File: config.mk
export PLATFORM = sky130hd
export DESIGN_NAME = btn_reader_flat
export DESIGN_NICKNAME = d
export VERILOG_FILES = /design/src/rtl/btn_reader_if.sv /design/src/rtl/btn_reader.sv /design/src/flat_wrapper.sv
export SDC_FILE = /design/constraint.sdc
export NUM_CORES = 1
export LEC_CHECK = 0
export CORE_UTILIZATION = 45
export CTS_CLUSTER_DIAMETER = 150
export DETAILED_ROUTE_END_ITERATION = 6
export HOLD_SLACK_MARGIN = 0.08
export SYNTH_ARGS = -nofsm -noshare
export SYNTH_HDL_FRONTEND = slang
export SYNTH_SLANG_ARGS = --single-unit
File: constraint.sdc
create_clock -name clock -period 2.8 [get_ports clock]
set_input_delay 0.28 -clock clock [delete_from_list [all_inputs] [get_ports clock]]
set_output_delay 0.28 -clock clock [all_outputs]
set_load 0.03 [all_outputs]
File: src/rtl/btn_reader_if.sv
// Button reader bundle: raw active-low pins in, debounced level and one-cycle event pulses out.
// "release" is a reserved word, so the release event is carried on release_pulse.
interface btn_reader_if #(parameter int N_BTN = 4);
  logic [N_BTN-1:0] btn_n;
  logic [N_BTN-1:0] level;
  logic [N_BTN-1:0] press;
  logic [N_BTN-1:0] release_pulse;
  logic [N_BTN-1:0] long_press;
  logic             tick;

  modport master (
    input  btn_n,
    output level, press, release_pulse, long_press, tick
  );

  modport slave (
    output btn_n,
    input  level, press, release_pulse, long_press, tick
  );
endinterface

File: src/rtl/btn_reader.sv
// Debounced push-button reader: sync, per-button debounce FSM, press/release/long-press events.
// Optional auto-repeat of press after a long press is enabled by defining BTN_AUTOREPEAT_EN.
module btn_reader #(
  parameter int N_BTN          = 4,
  parameter int TICK_DIV       = 27_000,
  parameter int DEBOUNCE_TICKS = 20,
  parameter int LONG_TICKS     = 1000,
  parameter int REPEAT_TICKS   = 200
) (
  input  logic          clock,
  input  logic          rst_n,
  btn_reader_if.master  bus
);

  localparam int PW  = $clog2(TICK_DIV);
  localparam int DBW = $clog2(DEBOUNCE_TICKS + 1);
  localparam int HW  = $clog2(LONG_TICKS + 1);

  localparam logic [PW-1:0]  PRE_LAST  = PW'(TICK_DIV - 1);
  localparam logic [PW-1:0]  PRE_PEN   = PW'(TICK_DIV - 2);
  localparam logic [DBW-1:0] DB_LAST   = DBW'(DEBOUNCE_TICKS - 1);
  localparam logic [HW-1:0]  HOLD_MAX  = HW'(LONG_TICKS);
  localparam logic [HW-1:0]  HOLD_PEN  = HW'(LONG_TICKS - 1);

`ifdef BTN_AUTOREPEAT_EN
  localparam int RW = $clog2(REPEAT_TICKS + 1);
  localparam logic [RW-1:0] REP_LAST = RW'(REPEAT_TICKS - 1);
`endif

  if (TICK_DIV < 2 || DEBOUNCE_TICKS < 1 || LONG_TICKS < 1 || REPEAT_TICKS < 1) begin : g_param_check
    $error("btn_reader: illegal parameter value");
  end

  typedef enum logic [1:0] {RELEASED, PRESS_DB, PRESSED, REL_DB} state_t;

  logic [PW-1:0]    pre_cnt;
  logic             tick_q;
  logic [N_BTN-1:0] sync1, sync2;
  logic [N_BTN-1:0] s;

  state_t           state     [N_BTN];
  logic [DBW-1:0]   db_cnt    [N_BTN];
  logic [HW-1:0]    hold_cnt  [N_BTN];
  logic [N_BTN-1:0] long_done;
`ifdef BTN_AUTOREPEAT_EN
  logic [RW-1:0]    rep_cnt   [N_BTN];
`endif

  logic [N_BTN-1:0] level_q, press_q, rel_q, long_q;

  // tick_q is registered one cycle ahead so it is high exactly while pre_cnt == TICK_DIV-1
  always_ff @(posedge clock or negedge rst_n) begin
    if (!rst_n) begin
      pre_cnt <= '0;
      tick_q  <= 1'b0;
    end else begin
      pre_cnt <= (pre_cnt == PRE_LAST) ? '0 : pre_cnt + PW'(1);
      tick_q  <= (pre_cnt == PRE_PEN);
    end
  end

  always_ff @(posedge clock or negedge rst_n) begin
    if (!rst_n) begin
      sync1 <= '1;
      sync2 <= '1;
    end else begin
      sync1 <= bus.btn_n;
      sync2 <= sync1;
    end
  end

  assign s = ~sync2;

  always_ff @(posedge clock or negedge rst_n) begin
    if (!rst_n) begin
      for (int i = 0; i < N_BTN; i++) begin
        state[i]    <= RELEASED;
        db_cnt[i]   <= '0;
        hold_cnt[i] <= '0;
`ifdef BTN_AUTOREPEAT_EN
        rep_cnt[i]  <= '0;
`endif
      end
      long_done <= '0;
      level_q   <= '0;
      press_q   <= '0;
      rel_q     <= '0;
      long_q    <= '0;
    end else begin
      press_q <= '0;
      rel_q   <= '0;
      long_q  <= '0;
      for (int i = 0; i < N_BTN; i++) begin
        case (state[i])
          RELEASED: begin
            if (s[i]) begin
              state[i]  <= PRESS_DB;
              db_cnt[i] <= '0;
            end
          end
          PRESS_DB: begin
            if (!s[i]) begin
              state[i] <= RELEASED;
            end else if (tick_q) begin
              if (db_cnt[i] == DB_LAST) begin
                state[i]     <= PRESSED;
                level_q[i]   <= 1'b1;
                press_q[i]   <= 1'b1;
                hold_cnt[i]  <= '0;
                long_done[i] <= 1'b0;
`ifdef BTN_AUTOREPEAT_EN
                rep_cnt[i]   <= '0;
`endif
              end else begin
                db_cnt[i] <= db_cnt[i] + DBW'(1);
              end
            end
          end
          PRESSED: begin
            if (!s[i]) begin
              state[i]  <= REL_DB;
              db_cnt[i] <= '0;
            end else if (tick_q) begin
              // hold_cnt only advances until the long press fires, so it cannot pass LONG_TICKS
              if (!long_done[i]) begin
                if (hold_cnt[i] != HOLD_MAX) hold_cnt[i] <= hold_cnt[i] + HW'(1);
                if (hold_cnt[i] == HOLD_PEN) begin
                  long_q[i]    <= 1'b1;
                  long_done[i] <= 1'b1;
                end
              end
`ifdef BTN_AUTOREPEAT_EN
              else if (rep_cnt[i] == REP_LAST) begin
                press_q[i] <= 1'b1;
                rep_cnt[i] <= '0;
              end else begin
                rep_cnt[i] <= rep_cnt[i] + RW'(1);
              end
`endif
            end
          end
          REL_DB: begin
            if (s[i]) begin
              state[i] <= PRESSED;
            end else if (tick_q) begin
              if (db_cnt[i] == DB_LAST) begin
                state[i]   <= RELEASED;
                level_q[i] <= 1'b0;
                rel_q[i]   <= 1'b1;
              end else begin
                db_cnt[i] <= db_cnt[i] + DBW'(1);
              end
            end
          end
          default: state[i] <= RELEASED;
        endcase
      end
    end
  end

  assign bus.level         = level_q;
  assign bus.press         = press_q;
  assign bus.release_pulse = rel_q;
  assign bus.long_press    = long_q;
  assign bus.tick          = tick_q;

endmodule
File: src/flat_wrapper.sv
// flat-port wrapper written by rule: the top's interface ports become plain ports
module btn_reader_flat 
#(
  parameter int N_BTN          = 4,
  parameter int TICK_DIV       = 27_000,
  parameter int DEBOUNCE_TICKS = 20,
  parameter int LONG_TICKS     = 1000,
  parameter int REPEAT_TICKS   = 200
)
  (clock, rst_n, bus_btn_n, bus_level, bus_press, bus_release_pulse, bus_long_press, bus_tick);
  btn_reader_if #(.N_BTN(N_BTN)) bus_i ();
  input  logic clock;
  input  logic rst_n;
  input wire logic [$bits(bus_i.btn_n)-1:0] bus_btn_n;
  output wire logic [$bits(bus_i.level)-1:0] bus_level;
  output wire logic [$bits(bus_i.press)-1:0] bus_press;
  output wire logic [$bits(bus_i.release_pulse)-1:0] bus_release_pulse;
  output wire logic [$bits(bus_i.long_press)-1:0] bus_long_press;
  output wire logic [$bits(bus_i.tick)-1:0] bus_tick;
  assign bus_i.btn_n = bus_btn_n;
  assign bus_level = bus_i.level;
  assign bus_press = bus_i.press;
  assign bus_release_pulse = bus_i.release_pulse;
  assign bus_long_press = bus_i.long_press;
  assign bus_tick = bus_i.tick;
  btn_reader #(.N_BTN(N_BTN), .TICK_DIV(TICK_DIV), .DEBOUNCE_TICKS(DEBOUNCE_TICKS), .LONG_TICKS(LONG_TICKS), .REPEAT_TICKS(REPEAT_TICKS)) u_core (.clock(clock), .rst_n(rst_n), .bus(bus_i));
endmodule
* Word-level counts from Yosys, hierarchy flattened *
Cells that the tools add are included.

storage, ports and cells
  bits in registers = 112
  input bits = 6
  output and inout port bits = 17
  logic and storage cells = 348

operators by class
  $add $sub $neg = 9
  equality and inequality tests = 90
  multiplexer cells = 189
  bitwise gates (word level) = 1
  reduce and logical (&&, ||, !) cells = 32

operators with widths
  kind                                           number
  two-way mux 10 bit                             28
  two-way mux 5 bit                              24
  two-way mux 1 bit                              84
  case mux 10 bit (2 select lines)               4
  case mux 5 bit (4 select lines)                4
  != test 2 x 1 -> 1 bit, second input constant  36
  two-way mux 2 bit                              32
  AND reduction 6 bit                            8
  adder 10 x 1 -> 10 bit, second input constant  4
  equality test 10 bit, second input constant    4
  != test 10 bit, second input constant          4
  case mux 2 bit (4 select lines)                4
  AND reduction 8 bit                            4
  equality test 15 bit, second input constant    2
  AND reduction 7 bit                            4
  != test 2 bit, second input constant           12
  != test 3 x 1 -> 1 bit, second input constant  8
  adder 5 x 1 -> 5 bit, second input constant    4
  equality test 5 bit, second input constant     4
  equality test 2 bit, second input constant     8
  case mux 1 bit (2 select lines)                8
  AND reduction 4 bit                            4
  nonzero test 2 bit                             8
  adder 15 x 1 -> 15 bit, second input constant  1
  6 further kinds                                18

* Longest topological paths before layout *
  word-level depth = 6
  gate-level depth with buffers = 6

* Worst setup path after synthesis *
OpenSTA, ideal clock, no wires.

  kind = flip-flop to flip-flop
  from = register u_core.tick_q (netlist: u_core.bus.tick)
  to = register u_core.hold_cnt[28] in the netlist's numbering
  setup time = 0.079 ns
  arrival = 1.987 ns
  setup slack = 0.733 ns
  cell stages (with the launch flop) = 5
  path buffers = 0
  period minus slack after synthesis = 2.067 ns
  cell sequence = dfrtp_1 nor3b_2 or3b_2 or4_1 a21oi_1

on the way
  cells in the longest elaborated chain, start to end = 2
  elaborated cells on any way between the ends = 3
  those cells by class = 2 x eq/ne; 1 x reduce/logical

RTL lines
  element                            RTL line           text
  from (decl)                        btn_reader.sv:37   logic tick_q;
  from (signal assigned)             btn_reader.sv:58   tick_q <= (pre_cnt == PRE_PEN);
  != test 2 x 1 -> 1 bit (no line)   --
  AND reduction 8 bit (no line) (*)  --
  to (signal, indexed assignment)    btn_reader.sv:79   hold_cnt[i] <= '0;
  to (signal, indexed assignment)    btn_reader.sv:109  hold_cnt[i] <= '0;
  to (decl)                          btn_reader.sv:43   logic [HW-1:0] hold_cnt [N_BTN];

Every way passes the cells marked *; elsewhere a longest branch is shown, timed or not.
A chain may end at the register's enable or synchronous reset.

* Worst setup path after layout *
Ends and elaborated chain as after synthesis.

==> results by stage <==
Finish:
- Ranked by flip-flop count, first place goes to u_core.hold_cnt.
- The flip-flop count of the largest register after layout is 40.
- With fillers left out, the area of the finished cells amounts to 0.00627 sq mm.
- Of the cells placed in the final design, the portion with a size suffix greater than 1 is 0.0882.
- The largest registers in the layout are u_core.hold_cnt (40), u_core.db_cnt (20), u_core.pre_cnt (15).
- The post-layout net count is 582.
- The antenna diode count is 0.
- The layout overhead on the synthesized area is 13.4%.

Route:
- In the routed design, unresolved DRC markers number 0.
- The first-iteration detailed-routing DRC count is 199.
- For this run, the detailed router's first-pass iteration total came to 4.
- After detailed routing, the number of vias per cell comes to ~5.7.
- After detailed routing, the average wire length per cell comes to 14.5 um.
- The number of nets with antenna violations after routing is 0.
- The routed design has roughly 10000 um of wire.
- The overall via count from detail_route is slightly above 4000.

Power and ir drop:
- Cell internal power was estimated by the tool at 2.60 mW.
- The analysis attributes to cell leakage a power of 2.72 nW.
- The power share of the combinational group is 0.033.
- The worst voltage drop across the vdd grid is 421 uV.
- Of the total power, the clock network draws 0.457.
- Of the total power, the share spent switching nets is 0.210.
- The net switching power is 688 uW.
- The share of total power dissipated in sequential elements is 0.510.
- The ratio of total power to cell area is 523 mW/mm^2.

Placement:
- The number of port buffers is 22.
- The post-placement setup slack is 0.516 ns.
- The HPWL after detailed placement is 6970 um.
- Once placement finished, the instance area stood at 0.00591 sq mm.
- The final weighted congestion in routability-driven placement is 0.789.

Hold path:
- The worst min-delay path endpoint is u_core.sync1[2].
- The worst hold path begins at bus_btn_n[2].
- The type of the worst min-delay path is in -> reg.
- The cell count of the worst hold path is 1.

Global route:
- The via count of the first global-routing pass came to 4016.
- The number of antenna violations at the first check in global routing came to 0.
- Summed over all layers, the global routing overflow is 0.
- The first global-routing pass estimated 18500 um of wire.
- The pin count of the biggest net entering global routing is 69.
- The global router's overall resource usage is 0.180.

Setup path:
- The largest fanout of any net on the critical path is 14.
- The cell depth of the worst flop-to-flop path is 4.
- The setup check on the worst reg-to-reg path leaves a slack of 0.50 ns.
- At the worst endpoint, the arrival time is ~2.6 ns.
- The worst flop-to-flop path endpoint is u_core.hold_cnt[28].
- STA classifies the critical path endpoint as a flip-flop.
- In this run the critical register-to-register path is launched from u_core.bus.tick.
- The critical path is of the reg -> reg type.
- The startpoint type of the worst setup path is a flip-flop.
- At the worst endpoint, the required time is slightly above 3 ns.

Synthesis:
- The number of synthesized flops with an enable pin is 0.
- Ranked by instance count, the synthesized netlist is headed by 104 x dfrtp_1, 51 x nor2_1, 32 x nand2_1.
- Yosys attributes the largest share of cell area to dfrtp_1 47%, dfstp_2 3.8%, xnor2_1 3.6%.
- The mapped netlist covers 0.00553 sq mm.
- The most frequent cell after synthesis is dfrtp_1.
- A synthesized cell averages about 10 sq um.
- The flip-flop cell with the highest count after synthesis is dfrtp_1.
- The flip-flop and latch count after synthesis is 112.
- The fraction of post-synthesis cell area in the top cell type by area is 0.470.
- The cell count after synthesis is roughly 540.
- The number of warning messages in the yosys log is 0.
- The netlist uses 67 different library cells.
- Summed over all instances, the cell type with the most area after synthesis is dfrtp_1.
- The share of the Yosys chip area taken by registers is 0.508.
- Of all flip-flops after synthesis, the portion carrying an async set or reset was 1.00.
- Counting every net in the synthesized netlist gives 561.

Floorplanning:
- The die outline height is approximately 110 um.
- The floorplan step defined a die boundary enclosing 0.0127 sq mm.
- In this run the count of I/O pins placed on the die edge is 23.
- For this configuration, the core starts out at a cell density of 0.461.
- The core region is 0.0120 sq mm.
- The row count is 40.
- From left edge to right edge, the die measures about 110 um.

STA:
- The number of hold-slack violations in the final timing report is 0.
- Adding up every negative setup slack in the final design gives 0 ns.
- Clock skew on the completed layout was measured at 0.00956 ns.
- At the pin with the least slew margin, the transition time is 0.845 ns.
- The achievable clock frequency is 434 MHz.
- Measured against its own limit, the worst slew margin works out to 0.436.
- The setup slack after layout is 0.495 ns.
- Final hold analysis gives a worst-case slack of 0.325 ns.
- Setup violations remaining at the end of the flow were counted as 0.
- The number of pins exceeding their max-slew limit in the final report is 0.
- The post-route minimum period is 2.30 ns.
- Setup repair after global routing left no endpoint under its margin.
- The fraction of the cycle the final worst path needs is 0.823.

CTS:
- The clock root buffer is clkbuf_16.
- Post-CTS timing repair inserted 0 buffers for setup.
- The TritonCTS clock tree is done.
- The number of buffers added by the clock tree synthesis step is 9.
- The clock reaches the later pin of the worst-skew pair after between 0.3 and 0.4 ns.
- The clock transition at the register clock pins on the worst setup and hold paths after CTS is about 0.080 ns.
- The CTS sink count is about 110.
- The number of levels the H-tree was split into is 3.
- After clock tree synthesis, the flow added hold-fix buffers numbering 1.
- The post-cts repair resize count is 0.
- The buffer depth of the longest clock path is 2.

Run:
- The number of violations of the max-capacitance limit is 0.

Outcome:
- The flow ran to the end, and the final reports show no timing, DRC or antenna violations.
## logic make-up (layout without fill, tap and decap cells)
kind of cell / after synthesis / in the layout / share of synthesized area
xor gates and xnor gates: 37 / 37 / 0.0586
muxes: 8 / 8 / 0.0156
buffers and inverters: 48 / 74 / 0.0344
AOI/OAI and AO/OA: 94 / 94 / 0.118
adders and majority gates: 14 / 14 / 0.0317
DFF: 112 / 112 / 0.508
and+or+nand+nor: 228 / 228 / 0.233
## through the flow
stage | util | total power, mW | std cells
6_report | 0.522 | 3.28 | 714
2_1_floorplan | - | 1.75 | 541
4_1_cts | 0.522 | 3.33 | 714
3_5_place_dp | 0.492 | 1.82 | 697
3_3_place_gp | 0.492 | 1.81 | 697
5_1_grt | 0.522 | 3.41 | 714
## worst max-delay path, cell delays in order (launching register included)
cell and delay [ns]:
dfrtp_1 0.63, nor3b_2 0.46, or3b_2 0.49, or4_1 0.47
a21oi_1 0.16
## power groups by stage
stage,logic (mW),clock network (mW),registers (mW)
floorplan,0.0597,0,1.69
global placement,0.105,0,1.71
detailed placement,0.111,0,1.71
CTS,0.112,1.54,1.68
global route,0.125,1.60,1.68
finish,0.107,1.50,1.68
## cells in the final DEF (no fill, tap or decap), drive strengths merged, types with 17 or more instances in the layout
cell / instances
inv: 31
o21ai: 20
nand4: 17
xnor2: 23
nand3: 22
nand2: 32
dfrtp: 104
clkdlybuf4s50: 21
a21oi: 19
nor2: 51
## final cells by class
class	instances	area (sq um)
inverters	30	113
repair buffers	28	278
clock buffers	10	239
multi-input cells	381	2530
well taps	147	184
clock inverters	6	113
flip-flops and latches	112	2810
fillers	1079	5740
## routing by layer
| layer | wire (um) | GRT usage | vias to the layer above |
|---|---|---|---|
| met3 | 310 | 0.0514 | 9 |
| met1 | 4850 | 0.231 | 2011 |
| met2 | 5100 | 0.301 | 38 |
| li1 | - | - | 1984 |
| met4 | 104 | 0.0465 | 0 |
| met5 | 0 | 0 | - |
## worst max path at each step
stage,startpoint,to,slack (ns),cells past startpoint
2_1_floorplan,u_core.bus.tick,u_core.hold_cnt[28],0.73,4
3_3_place_gp,u_core.bus.tick,u_core.hold_cnt[28],0.59,4
3_5_place_dp,u_core.bus.tick,u_core.hold_cnt[39],0.52,5
4_1_cts,u_core.bus.tick,u_core.hold_cnt[28],0.49,4
5_1_grt,u_core.bus.tick,u_core.hold_cnt[39],0.26,5
6_report,u_core.bus.tick,u_core.hold_cnt[28],0.50,4
Power figures use the tool's default switching activity.
==> edit (same settings) <==
`TICK_DIV` is set to 27_000 in 2 places; all go to 13_500.
--- a/src/rtl/btn_reader.sv
+++ b/src/rtl/btn_reader.sv
@@ -2,7 +2,7 @@
 // Optional auto-repeat of press after a long press is enabled by defining BTN_AUTOREPEAT_EN.
 module btn_reader #(
   parameter int N_BTN          = 4,
-  parameter int TICK_DIV       = 27_000,
+  parameter int TICK_DIV       = 13_500,
   parameter int DEBOUNCE_TICKS = 20,
   parameter int LONG_TICKS     = 1000,
   parameter int REPEAT_TICKS   = 200
--- a/src/flat_wrapper.sv
+++ b/src/flat_wrapper.sv
@@ -2,7 +2,7 @@
 module btn_reader_flat 
 #(
   parameter int N_BTN          = 4,
-  parameter int TICK_DIV       = 27_000,
+  parameter int TICK_DIV       = 13_500,
   parameter int DEBOUNCE_TICKS = 20,
   parameter int LONG_TICKS     = 1000,
   parameter int REPEAT_TICKS   = 200
Behaviour: no difference found for any inputs over 10 cycles, from zero or initial values and one cycle with rst_n low; that may be too few to reach the edited logic, so the function may still have changed.
==> edit against the original RTL <==
The flow now finishes with violations (design-rule violations). Final area decreased by 3.3%. Fmax increased by 2.7%. Cell count unchanged. First-iteration DRC count increased by 35%. Synthesized area decreased by 2.6%. Routed wire length decreased by 9.9%. Synthesized cell count decreased by 0.18%. Core utilization increased by 0.48 points. Sequential cell count decreased by 1. Clock skew decreased by 0.0027 ns. Total power decreased by 9.1%. Setup slack improved by 0.060 ns. Largest power group unchanged.
==> edit: results (changes against the original RTL) <==
| Metric | Value |
|---|---|
| Status | finished with violations (was finished clean) |
| Violated checks | design-rule violations |
| WL met3 | 342 um (was 310 um) |
| Adder-Cell Fraction of Synth Area | 0.03253 (was 0.03167) |
| Critical path peak fanout | 11 (was 14) |
| GRT Total Usage | 0.1652 (was 0.1802) |
| Post-synthesis xor/xnor area fraction | 0.07807 (was 0.05858) |
| Fin Clk Skew | 0.006886 ns (was 0.009557 ns) |
| Cell depth of the worst flop-to-flop path | 6 (was 4) |
| HPWL after detailed placement | 6.421 mm (was 6.969 mm) |
| GR Util met3 | 0.05117 (was 0.05142) |
| Avg Inst Size Synth | 9.973 sq um (was 10.22 sq um) |
| Wl on met1 | 4.605 mm (was 4.845 mm) |
| CP max stage delay | 0.67 ns (was 0.63 ns) |
| Global routing usage on met1 | 0.2192 (was 0.2313) |
| GR Util met2 | 0.2575 (was 0.3012) |
| Final #Nets | 586 (was 582) |
| Crit path DAT | 2.53 ns (was 2.58 ns) |
| Cell Area, Placed | 5776 sq um (was 5912 sq um) |
| Layout cells sized above 1 | 0.08406 (was 0.08818) |
| Post-synthesis mux area share | 0.01185 (was 0.01561) |
| Yosys cell types | 56 (was 67) |
| Drt initial violations | 269 (was 199) |
| Top cells by area, synth | dfrtp_1 (48%), nor2_1 (5.6%), xnor2_1 (4.7%) (was dfrtp_1 (47%), dfstp_2 (3.8%), xnor2_1 (3.6%)) |
| Vias | 3875 (was 4042) |
| R2R setup slack | 0.55 ns (was 0.50 ns) |
| Slowest-stage cell, CP | or4b_2 (was dfrtp_1) |
| Drt drc | 2 (was 0) |
| Reg-to-Reg End | u_core.hold_cnt[25] (was u_core.hold_cnt[28]) |
| Largest registers | u_core.hold_cnt x40, u_core.db_cnt x20, u_core.pre_cnt x14 (was u_core.hold_cnt x40, u_core.db_cnt x20, u_core.pre_cnt x15) |
edit: changes by cell type in the layout (fill, tap and decap cells not counted), moves of 6 or more:
cell	delta
a22o_1	-8
nand2_1	+13
nand3_1	+9
nor2_1	+29
nor4_1	-7
or3_1	-8
or4_1	-6
xnor2_1	+6
edit: power by group:
part	switching, mW	total, mW	internal [mW]
sequential	0.0331	1.67	1.64
combinational	0.0648	0.104	0.0389
clock	0.560	1.21	0.651
edit: logic make-up after synthesis:
logic type	Yosys count
xor gates and xnor gates	48
adders and majority gates	14
muxes	6
AOI/OAI and AO/OA	75
DFF	111
buffers and inverters	38
and+or+nand+nor	248
edit: worst max path at each step:
stage / cells past startpoint / to / slack [ns] / start
2_1_floorplan: 6 / u_core.hold_cnt[28] / 0.75 / u_core.db_cnt[10]
3_3_place_gp: 6 / u_core.hold_cnt[25] / 0.67 / u_core.db_cnt[10]
3_5_place_dp: 6 / u_core.hold_cnt[25] / 0.59 / u_core.db_cnt[10]
4_1_cts: 6 / u_core.hold_cnt[25] / 0.57 / u_core.db_cnt[10]
5_1_grt: 5 / u_core.hold_cnt[13] / 0.39 / u_core.db_cnt[5]
6_report: 6 / u_core.hold_cnt[25] / 0.55 / u_core.db_cnt[10]
edit: cell type report:
cell class	count	area [sq um]	area share
Tap cell	143	178.9	0.02948
Clock buffer	11	252.7	0.04164
Multi-Input combinational cell	391	2447	0.4032
Inverter	25	93.84	0.01546
Sequential cell	111	2788	0.4593
Clock inverter	5	31.28	0.005154
Timing Repair Buffer	28	277.8	0.04576
edit: metrics by stage:
step                setup slack (ns)    util  hold WS, ns
finish                        0.5547  0.5271       0.3337
global route                  0.3908  0.5271       0.3197
CTS                           0.5714  0.5271       0.3179
detailed placement            0.5887  0.5015       0.3355
global placement              0.6681  0.5015       0.3316
floorplan                     0.7469       -     -0.01559
